[config.mk]
export PLATFORM = sky130hd
export DESIGN_NAME = control
export DESIGN_NICKNAME = d
export VERILOG_FILES = /design/src/rtl/control_pkg.sv /design/src/rtl/control_mod_counter.sv /design/src/rtl/control.sv
export SDC_FILE = /design/constraint.sdc
export NUM_CORES = 1
export LEC_CHECK = 0
export BUFFER_PORTS_ARGS = -buffer_cell sky130_fd_sc_hd__clkbuf_2
export CORE_AREA = 3 3 40 42
export DETAILED_ROUTE_END_ITERATION = 8
export DIE_AREA = 0 0 43 45
export SLEW_MARGIN = 20
export SYNTH_ARGS = -nofsm -noshare
export SYNTH_HDL_FRONTEND = slang
export SYNTH_HIERARCHICAL = 1
export SYNTH_SLANG_ARGS = --single-unit
[constraint.sdc]
create_clock -name clock -period 2.6 [get_ports clock]
set_clock_uncertainty 0.1 [all_clocks]
set_input_delay 0.13 -clock clock [delete_from_list [all_inputs] [get_ports clock]]
set_output_delay 0.13 -clock clock [all_outputs]
set_load 0.005 [all_outputs]
[src/rtl/control_pkg.sv]
// Shared constants and helpers for the symbol-rate strobe generator.
//   NOS_DEFAULT   : default oversampling factor (clocks per symbol)
//   PHASE_DEFAULT : default counter value that fires the strobe
//   clog2()       : counter width for a modulo-N count, never below 1 bit
package control_pkg;

    localparam int unsigned NOS_DEFAULT   = 4;
    localparam int unsigned PHASE_DEFAULT = 0;

    function automatic int unsigned clog2(input int unsigned value);
        int unsigned w;
        w = 0;
        for (int unsigned i = 0; i < 32; i++) begin
            if ((64'd1 << i) < 64'(value)) begin
                w = i + 1;
            end
        end
        return (w == 0) ? 1 : w;
    endfunction

endpackage

[src/rtl/control_mod_counter.sv]
// Modulo-N up counter with hold-on-disable and asynchronous clear.
//   clock    : rising-edge clock
//   i_reset  : asynchronous active-high clear to 0
//   i_enable : advance one step per edge when high, hold when low
//   o_count  : current count, 0..N-1
module mod_counter
    import control_pkg::*;
#(
    parameter int unsigned N = NOS_DEFAULT
) (
    input  logic                clock,
    input  logic                i_reset,
    input  logic                i_enable,
    output logic [clog2(N)-1:0] o_count
);

    localparam int unsigned W = clog2(N);
    localparam logic [W-1:0] LAST = W'(N - 1);

    logic [W-1:0] count_q;
    logic [W-1:0] count_d;

    always_comb begin
        count_d = count_q;
        if (i_enable) begin
            count_d = (count_q == LAST) ? '0 : count_q + 1'b1;
        end
    end

    always_ff @(posedge clock or posedge i_reset) begin
        if (i_reset) begin
            count_q <= '0;
        end else begin
            count_q <= count_d;
        end
    end

    assign o_count = count_q;

endmodule

[src/rtl/control.sv]
// Symbol-rate sampling strobe: counts NOS clocks per symbol and emits a
// registered one-clock strobe each time the count passes PHASE.
//   clock    : rising-edge clock
//   i_reset  : asynchronous active-high reset (clears phase and strobe)
//   i_enable : advance enable; strobe is suppressed while low
//   o_valid  : registered strobe, high one clock in every NOS enabled clocks
module control
    import control_pkg::*;
#(
    parameter int unsigned NOS   = NOS_DEFAULT,
    parameter int unsigned PHASE = PHASE_DEFAULT
) (
    input  logic clock,
    input  logic i_reset,
    input  logic i_enable,
    output logic o_valid
);

    localparam int unsigned CW = clog2(NOS);
    localparam logic [CW-1:0] PHASE_C = CW'(PHASE);

    if (NOS < 2 || NOS > 256) begin : g_bad_nos
        $fatal(1, "control: NOS out of range 2..256");
    end
    if (PHASE >= NOS) begin : g_bad_phase
        $fatal(1, "control: PHASE out of range 0..NOS-1");
    end

    logic [CW-1:0] cnt;
    logic          valid_q;
    logic          valid_d;

    mod_counter #(
        .N (NOS)
    ) u_counter (
        .clock    (clock),
        .i_reset  (i_reset),
        .i_enable (i_enable),
        .o_count  (cnt)
    );

    // Decode on the pre-edge count; gated by enable so a held count that
    // happens to equal PHASE never strobes while disabled.
    always_comb begin
        valid_d = i_enable && (cnt == PHASE_C);
    end

    always_ff @(posedge clock or posedge i_reset) begin
        if (i_reset) begin
            valid_q <= 1'b0;
        end else begin
            valid_q <= valid_d;
        end
    end

    assign o_valid = valid_q;

endmodule

==> implementation parameters, run 1 <==
Parameter                              Value

Global routing
  First-pass GRT wire length ... 407 um
  Antenna violations before repair ... 0
  Vias in the first global route ... 102
  All-Layer GR Usage ... 0.0400
  Aggregate global routing overflow ... 0
  Pin count of the biggest net entering global routing ... 5

Setup path
  Startpoint of the worst-slack reg-to-reg timing path ... u_counter/o_count[0]
  Category of the critical setup timing path ... reg -> reg
  Worst R2R Setup Slack ... 1430 ps
  Worst path arrival time ... 1190 ps
  CP endpoint kind ... register
  Critical Path Source Type ... register
  Max FO, Critical Path ... 4
  Reg2Reg Depth ... 2
  Critical path data required time ... 2610 ps
  Launching element of the worst setup path ... u_counter/o_count[0]
  Reg-to-Reg End ... u_counter/o_count[1]
  Endpoint of the most critical setup path ... u_counter/o_count[1]

Die
  Starting density of the core ... 0.104
  Area of the core ... 1280 um^2
  Top-level I/O count ... 4
  Floorplan die height ... 45 um
  Die Wd ... 43 um
  Die area ... 1940 um^2
  Number of core rows ... 13

Yosys
  Number of instances in the synthesized netlist ... 10
  Area share of the leading cell type in the synthesized netlist ... 0.561
  Combined area of all synthesized cells ... 134 um^2
  Synthesized flop and latch total ... 3
  Mean instance size in the synthesized netlist ... 13.4 um^2
  Distinct cell type count after synthesis ... 6
  Largest area contributor in the netlist ... dfrtp_1
  Count of warnings emitted by yosys ... 6
  Post-synth net total ... 14
  Post-synthesis sequential area ratio ... 0.561
  Top post-synthesis cells by area ... dfrtp_1 56%, mux2_2 17%, ha_1 9.3%

Routing
  Initial DRC Count ... 1
  Overall via count from detail_route ... 98
  Post-DR vias/cell ... 2.97
  Residual DRC ... 0
  Post-DRT Antenna Nets ... 0
  Per-cell routed wire length ... 7.27 um
  Detailed Route WL ... 240 um
  TritonRoute pass-1 iters ... 2

Timing
  Setup violations, final ... 0
  Relative max-transition margin ... 0.909
  Unrepaired setup endpoints after global routing ... false
  Fin worst setup slack ... 1430 ps
  Max Slew Vio Count ... 0
  Number of hold violations in the final report ... 0
  Share of the cycle needed by the critical path after routing ... 0.452
  Clock period minus final worst setup slack ... 1170 ps
  Transition time of the tightest slew-check pin ... 137 ps
  Worst slack on hold paths ... 87.3 ps
  Max Clk Rate ... 851 MHz
  Final setup TNS ... 0 ps

Place
  Dpl cells ... 28
  Port Buf Inserts ... 3
  Pre-CTS setup slack ... 1420 ps
  Placed inst area ... 168 um^2
  Global placement routability congestion ... 0.595

Finish
  Number of antenna repair diodes ... 0
  Post-layout net count ... 23
  Final std cell area, no fill ... 204 um^2
  Area Growth Syn to Fin ... 52.3%
  Core Util, Final ... 0.159
  Share of cells above drive strength 1 ... 0.500
  Layout filler cell count ... 144
  Cell Count, Final, Fillers Out ... 33

Clock tree
  Number of buffers added for setup after CTS ... 0
  CTS clk-pin slew, worst paths ... 40 ps
  Clk Latency, worst-skew pair ... 230 ps
  CTS tree ... built
  Clock root buffer ... clkbuf_4
  Number of levels the H-tree was split into ... 1
  CTS Hold Bufs ... 1
  CTS-repair resized insts ... 0
  Sink count of the clock tree ... 3
  Number of buffers created by CTS ... 3
  Maximum count of clock buffers along a single path ... 2

Run status
  Result of the run ... finished, final reports clean

Power and ir drop
  Pwr Density ... 1060 nW/um^2
  Largest vdd supply drop ... 236 uV
  Total design power ... 0.215 mW
  Cell leakage power ... 0.101 nW

Flow run
  MaxCap Viol Count ... 0

Worst hold path
  Kind of path behind the tightest hold check ... in -> reg
## placed cells by master, fill, tap and decap left out, drive strengths merged
cell type,count
clkbuf,7
dfrtp,3
dlygate4sd3,1
ha,1
inv,2
mux2,2
nor2,1
nor3b,1
## sequential cells by signal, summed over array words and instances (netlist names)
signal	count
u_counter/o_count	2
o_valid	1
## layer usage
metal,wire [um],GRT usage,vias to the layer above
met5,0,0,-
met4,0,0.0181,0
met3,66,0.0837,0
met2,94,0.0359,7
met1,78,0.0289,44
li1,-,-,47
## how the worst min path moves through the flow
stage,startpoint,end,slack (ps),depth (start not counted)
3_3_place_gp,i_reset,o_valid,-140,2
2_1_floorplan,i_reset,o_valid,-240,1
5_1_grt,i_enable,u_counter/o_count[1],80,2
3_5_place_dp,i_reset,o_valid,-140,2
4_1_cts,i_enable,u_counter/o_count[0],80,2
6_report,i_enable,u_counter/o_count[0],90,2
## synth_stat cells
cell type / instances
dfrtp_1: 3
ha_1: 1
inv_1: 2
mux2_2: 2
nor2_1: 1
nor3b_2: 1
## critical path, cell delays in order (launching register included)
cell	delay, ps
dfrtp_1	400
ha_1	300
mux2_2	260
## logic make-up after synthesis
kind of cell,share of synthesized area
buf+inv,0.0561
simple gates,0.121
flops,0.561
mux,0.168
fa+ha+maj,0.0934
## final cells by class
type | instances | area, um^2 | share of cell area
flip-flops and latches | 3 | 75.1 | 0.368
multi-input cells | 5 | 51.3 | 0.252
clock buffers | 4 | 26.3 | 0.129
repair buffers | 4 | 25.0 | 0.123
well taps | 15 | 18.8 | 0.0920
inverters | 2 | 7.51 | 0.0368
## where the power goes
part | internal (mW) | leakage, nW | total (mW) | switching, mW
sequential | 0.0680 | 0.0370 | 0.0855 | 0.0175
clock | 0.0575 | 0.0150 | 0.0820 | 0.0244
combinational | 0.0317 | 0.0487 | 0.0480 | 0.0163
Note: power is estimated with default switching activity, not from simulation.
==> run 2: changes to the inputs <==
==> constraint.sdc (replaced) <==
create_clock -name clock -period 1.1 [get_ports clock]
set_clock_uncertainty 0.1 [all_clocks]
set_input_delay 0.055 -clock clock [delete_from_list [all_inputs] [get_ports clock]]
set_output_delay 0.055 -clock clock [all_outputs]
set_load 0.005 [all_outputs]
==> run 2 against run 1 <==
The flow now finishes with violations (setup timing). Fmax increased by 4.7%. Clock power increased by 130%. Sequential cell count unchanged. Utilization increased by 1.2 points. First-iteration DRC count decreased by 100%. Sequential power increased by 110%. Critical path depth unchanged. Wire length increased by 2.9%. Via count increased by 5.1%. Die area unchanged. Cell count increased by 6.1%.
==> implementation parameters, run 2 (same netlist as run 1, synthesis figures left out) <==
Parameter                              Value

Timing
  Max Slew Vio Count ... 0 (unchanged)
  Clock period minus final worst setup slack ... 1120 ps (was 1170 ps)
  Max Clk Rate ... 892 MHz (was 851 MHz)
  Fin worst setup slack ... -21.7 ps (was 1430 ps)
  Relative max-transition margin ... 0.917 (was 0.909)
  Number of hold violations in the final report ... 0 (unchanged)
  Final setup TNS ... -21.7 ps (was 0 ps)
  Setup violations, final ... 1 (was 0)
  Unrepaired setup endpoints after global routing ... true (was false)
  Share of the cycle needed by the critical path after routing ... 1.02 (was 0.452)
  Worst slack on hold paths ... 19.2 ps (was 87.3 ps)
  Transition time of the tightest slew-check pin ... 124 ps (was 137 ps)

Setup path
  Worst path arrival time ... 1130 ps (was 1190 ps)
  Max FO, Critical Path ... 2 (was 4)
  Reg-to-Reg End ... u_counter/o_count[1] (unchanged)
  Largest incremental delay on the critical path ... 370 ps (was 400 ps)
  Startpoint of the worst-slack reg-to-reg timing path ... u_counter/o_count[1] (was u_counter/o_count[0])
  Critical Path Source Type ... register (unchanged)
  Kind of cell adding the most delay to the critical path ... flip-flops (unchanged)
  Crit-path slowest cell ... dfrtp_1 (unchanged)
  Worst R2R Setup Slack ... -20 ps (was 1430 ps)
  Buffers and inverters on the worst path ... 0 (unchanged)
  Launching element of the worst setup path ... u_counter/o_count[1] (was u_counter/o_count[0])
  Category of the critical setup timing path ... reg -> reg (unchanged)
  Critical path data required time ... 1110 ps (was 2610 ps)
  Reg2Reg Depth ... 2 (unchanged)
  CP endpoint kind ... register (unchanged)
  Cell Chain, Critical Path ... ha_1 > mux2_2 (unchanged)

Flow run
  MaxCap Viol Count ... 0 (unchanged)

Finish
  Layout filler cell count ... 145 (was 144)
  Number of antenna repair diodes ... 0 (unchanged)
  Leading cell types in the layout, fill and taps excluded ... 3 x clkbuf_4, 3 x clkbuf_2, 3 x dfrtp_1 (was 3 x clkbuf_4, 3 x clkbuf_2, 3 x dfrtp_1, 2 x inv_1, 2 x mux2_2)
  Post-layout net count ... 25 (was 23)
  Share of cells above drive strength 1 ... 0.550 (was 0.500)
  Area Growth Syn to Fin ... 63.6% (was 52.3%)
  Largest register FFs ... 2 (unchanged)
  Cell Count, Final, Fillers Out ... 35 (was 33)

Die
  Top-level I/O count ... 4 (unchanged)
  Floorplan die height ... 45 um (unchanged)
  Die Wd ... 43 um (unchanged)
  Number of core rows ... 13 (unchanged)
  Die area ... 1940 um^2 (unchanged)
  Starting density of the core ... 0.104 (unchanged)
  Area of the core ... 1280 um^2 (unchanged)

Routing
  Detailed Route WL ... 247 um (was 240 um)
  Initial DRC Count ... 0 (was 1)
  TritonRoute pass-1 iters ... 1 (was 2)
  Residual DRC ... 0 (unchanged)
  Post-DR vias/cell ... 2.94 (was 2.97)
  Overall via count from detail_route ... 103 (was 98)
  Post-DRT Antenna Nets ... 0 (unchanged)
  Per-cell routed wire length ... 7.06 um (was 7.27 um)

Clock tree
  CTS clk-pin slew, worst paths ... 40 ps (about the same)
  CTS tree ... built (unchanged)
  Number of buffers added for setup after CTS ... 0 (unchanged)
  Number of buffers created by CTS ... 3 (unchanged)
  Number of levels the H-tree was split into ... 1 (unchanged)
  Clk Latency, worst-skew pair ... 230 ps (about the same)
  Clock root buffer ... clkbuf_4 (unchanged)
  Maximum count of clock buffers along a single path ... 2 (unchanged)
  Sink count of the clock tree ... 3 (unchanged)

Power and ir drop
  Pwr Density ... 2550 nW/um^2 (was 1060 nW/um^2)
  Cell leakage power ... 0.110 nW (was 0.101 nW)
  Largest vdd supply drop ... 494 uV (was 236 uV)

Global routing
  Vias in the first global route ... 106 (was 102)
  Pin count of the biggest net entering global routing ... 4 (was 5)
  Antenna violations before repair ... 0 (unchanged)
  All-Layer GR Usage ... 0.0366 (was 0.0400)
  Aggregate global routing overflow ... 0 (unchanged)
  First-pass GRT wire length ... 393 um (was 407 um)

Worst hold path
  Count of cells along the worst hold path ... 2 (unchanged)
  Kind of path behind the tightest hold check ... in -> reg (unchanged)
  Worst Min Path Start ... i_enable (unchanged)
  Worst hold path endpoint ... u_counter/o_count[1] (was u_counter/o_count[0])

Run status
  Failing checks ... setup timing
  Result of the run ... finished with violations (was finished, final reports clean)

Place
  Global placement routability congestion ... 0.652 (was 0.595)
  Port Buf Inserts ... 3 (unchanged)
  Dpl cells ... 30 (was 28)
[run 2: changes by cell type in the layout (fill, tap and decap cells not counted)]
| cell | before | now |
|---|---|---|
| buf_4 | 0 | 2 |
[run 2: layout make-up]
| cell class | count | area, um^2 | area share |
|---|---|---|---|
| clock buffers | 4 | 26.3 | 0.120 |
| inverters | 2 | 7.51 | 0.0343 |
| multi-input cells | 5 | 51.3 | 0.234 |
| flip-flops and latches | 3 | 75.1 | 0.343 |
| well taps | 15 | 18.8 | 0.0857 |
| repair buffers | 6 | 40.0 | 0.183 |
[run 2: worst reg2reg max path, cell delays in order, from the launching register on]
cell and delay, ps:
dfrtp_1 370, ha_1 280, mux2_2 260
[run 2: through the flow]
step | total power [mW] | util | setup slack [ps] | instance area (um^2)
2_1_floorplan | 0.282 | - | -29.3 | 134
3_3_place_gp | 0.364 | 0.142 | -13.4 | 183
3_5_place_dp | 0.370 | 0.142 | -19.8 | 183
4_1_cts | 0.575 | 0.170 | -24.9 | 219
5_1_grt | 0.608 | 0.170 | -51.0 | 219
6_report | 0.558 | 0.170 | -21.7 | 219
[run 2: where the power goes]
part | switching [mW] | total [mW] | internal (mW) | leakage (nW)
logic | 0.0664 | 0.184 | 0.118 | 0.0584
clock network | 0.0547 | 0.190 | 0.136 | 0.0150
registers | 0.0230 | 0.183 | 0.160 | 0.0370
[run 2: what timing repair did]
item,CTS,global route
resized for setup,0,0
setup endpoints to repair,1,1
hold buffers,1,0
hold endpoints to repair,3,0
[run 2: worst max-delay path by stage]
stage,end,slack [ps],cells past startpoint
CTS,u_counter/o_count[1],-20,2
finish,u_counter/o_count[1],-20,2
global placement,u_counter/o_count[1],-10,2
detailed placement,u_counter/o_count[1],-20,2
global route,u_counter/o_count[1],-50,2
floorplan,u_counter/o_count[1],-30,2
[run 2: metal layers]
layer  up-vias  GRT usage  wire [um]
li1         54          -          -
met1        45     0.0289        111
met2         4     0.0329         98
met3         0     0.0717         37
met4         0     0.0181          0
met5         -          0          0
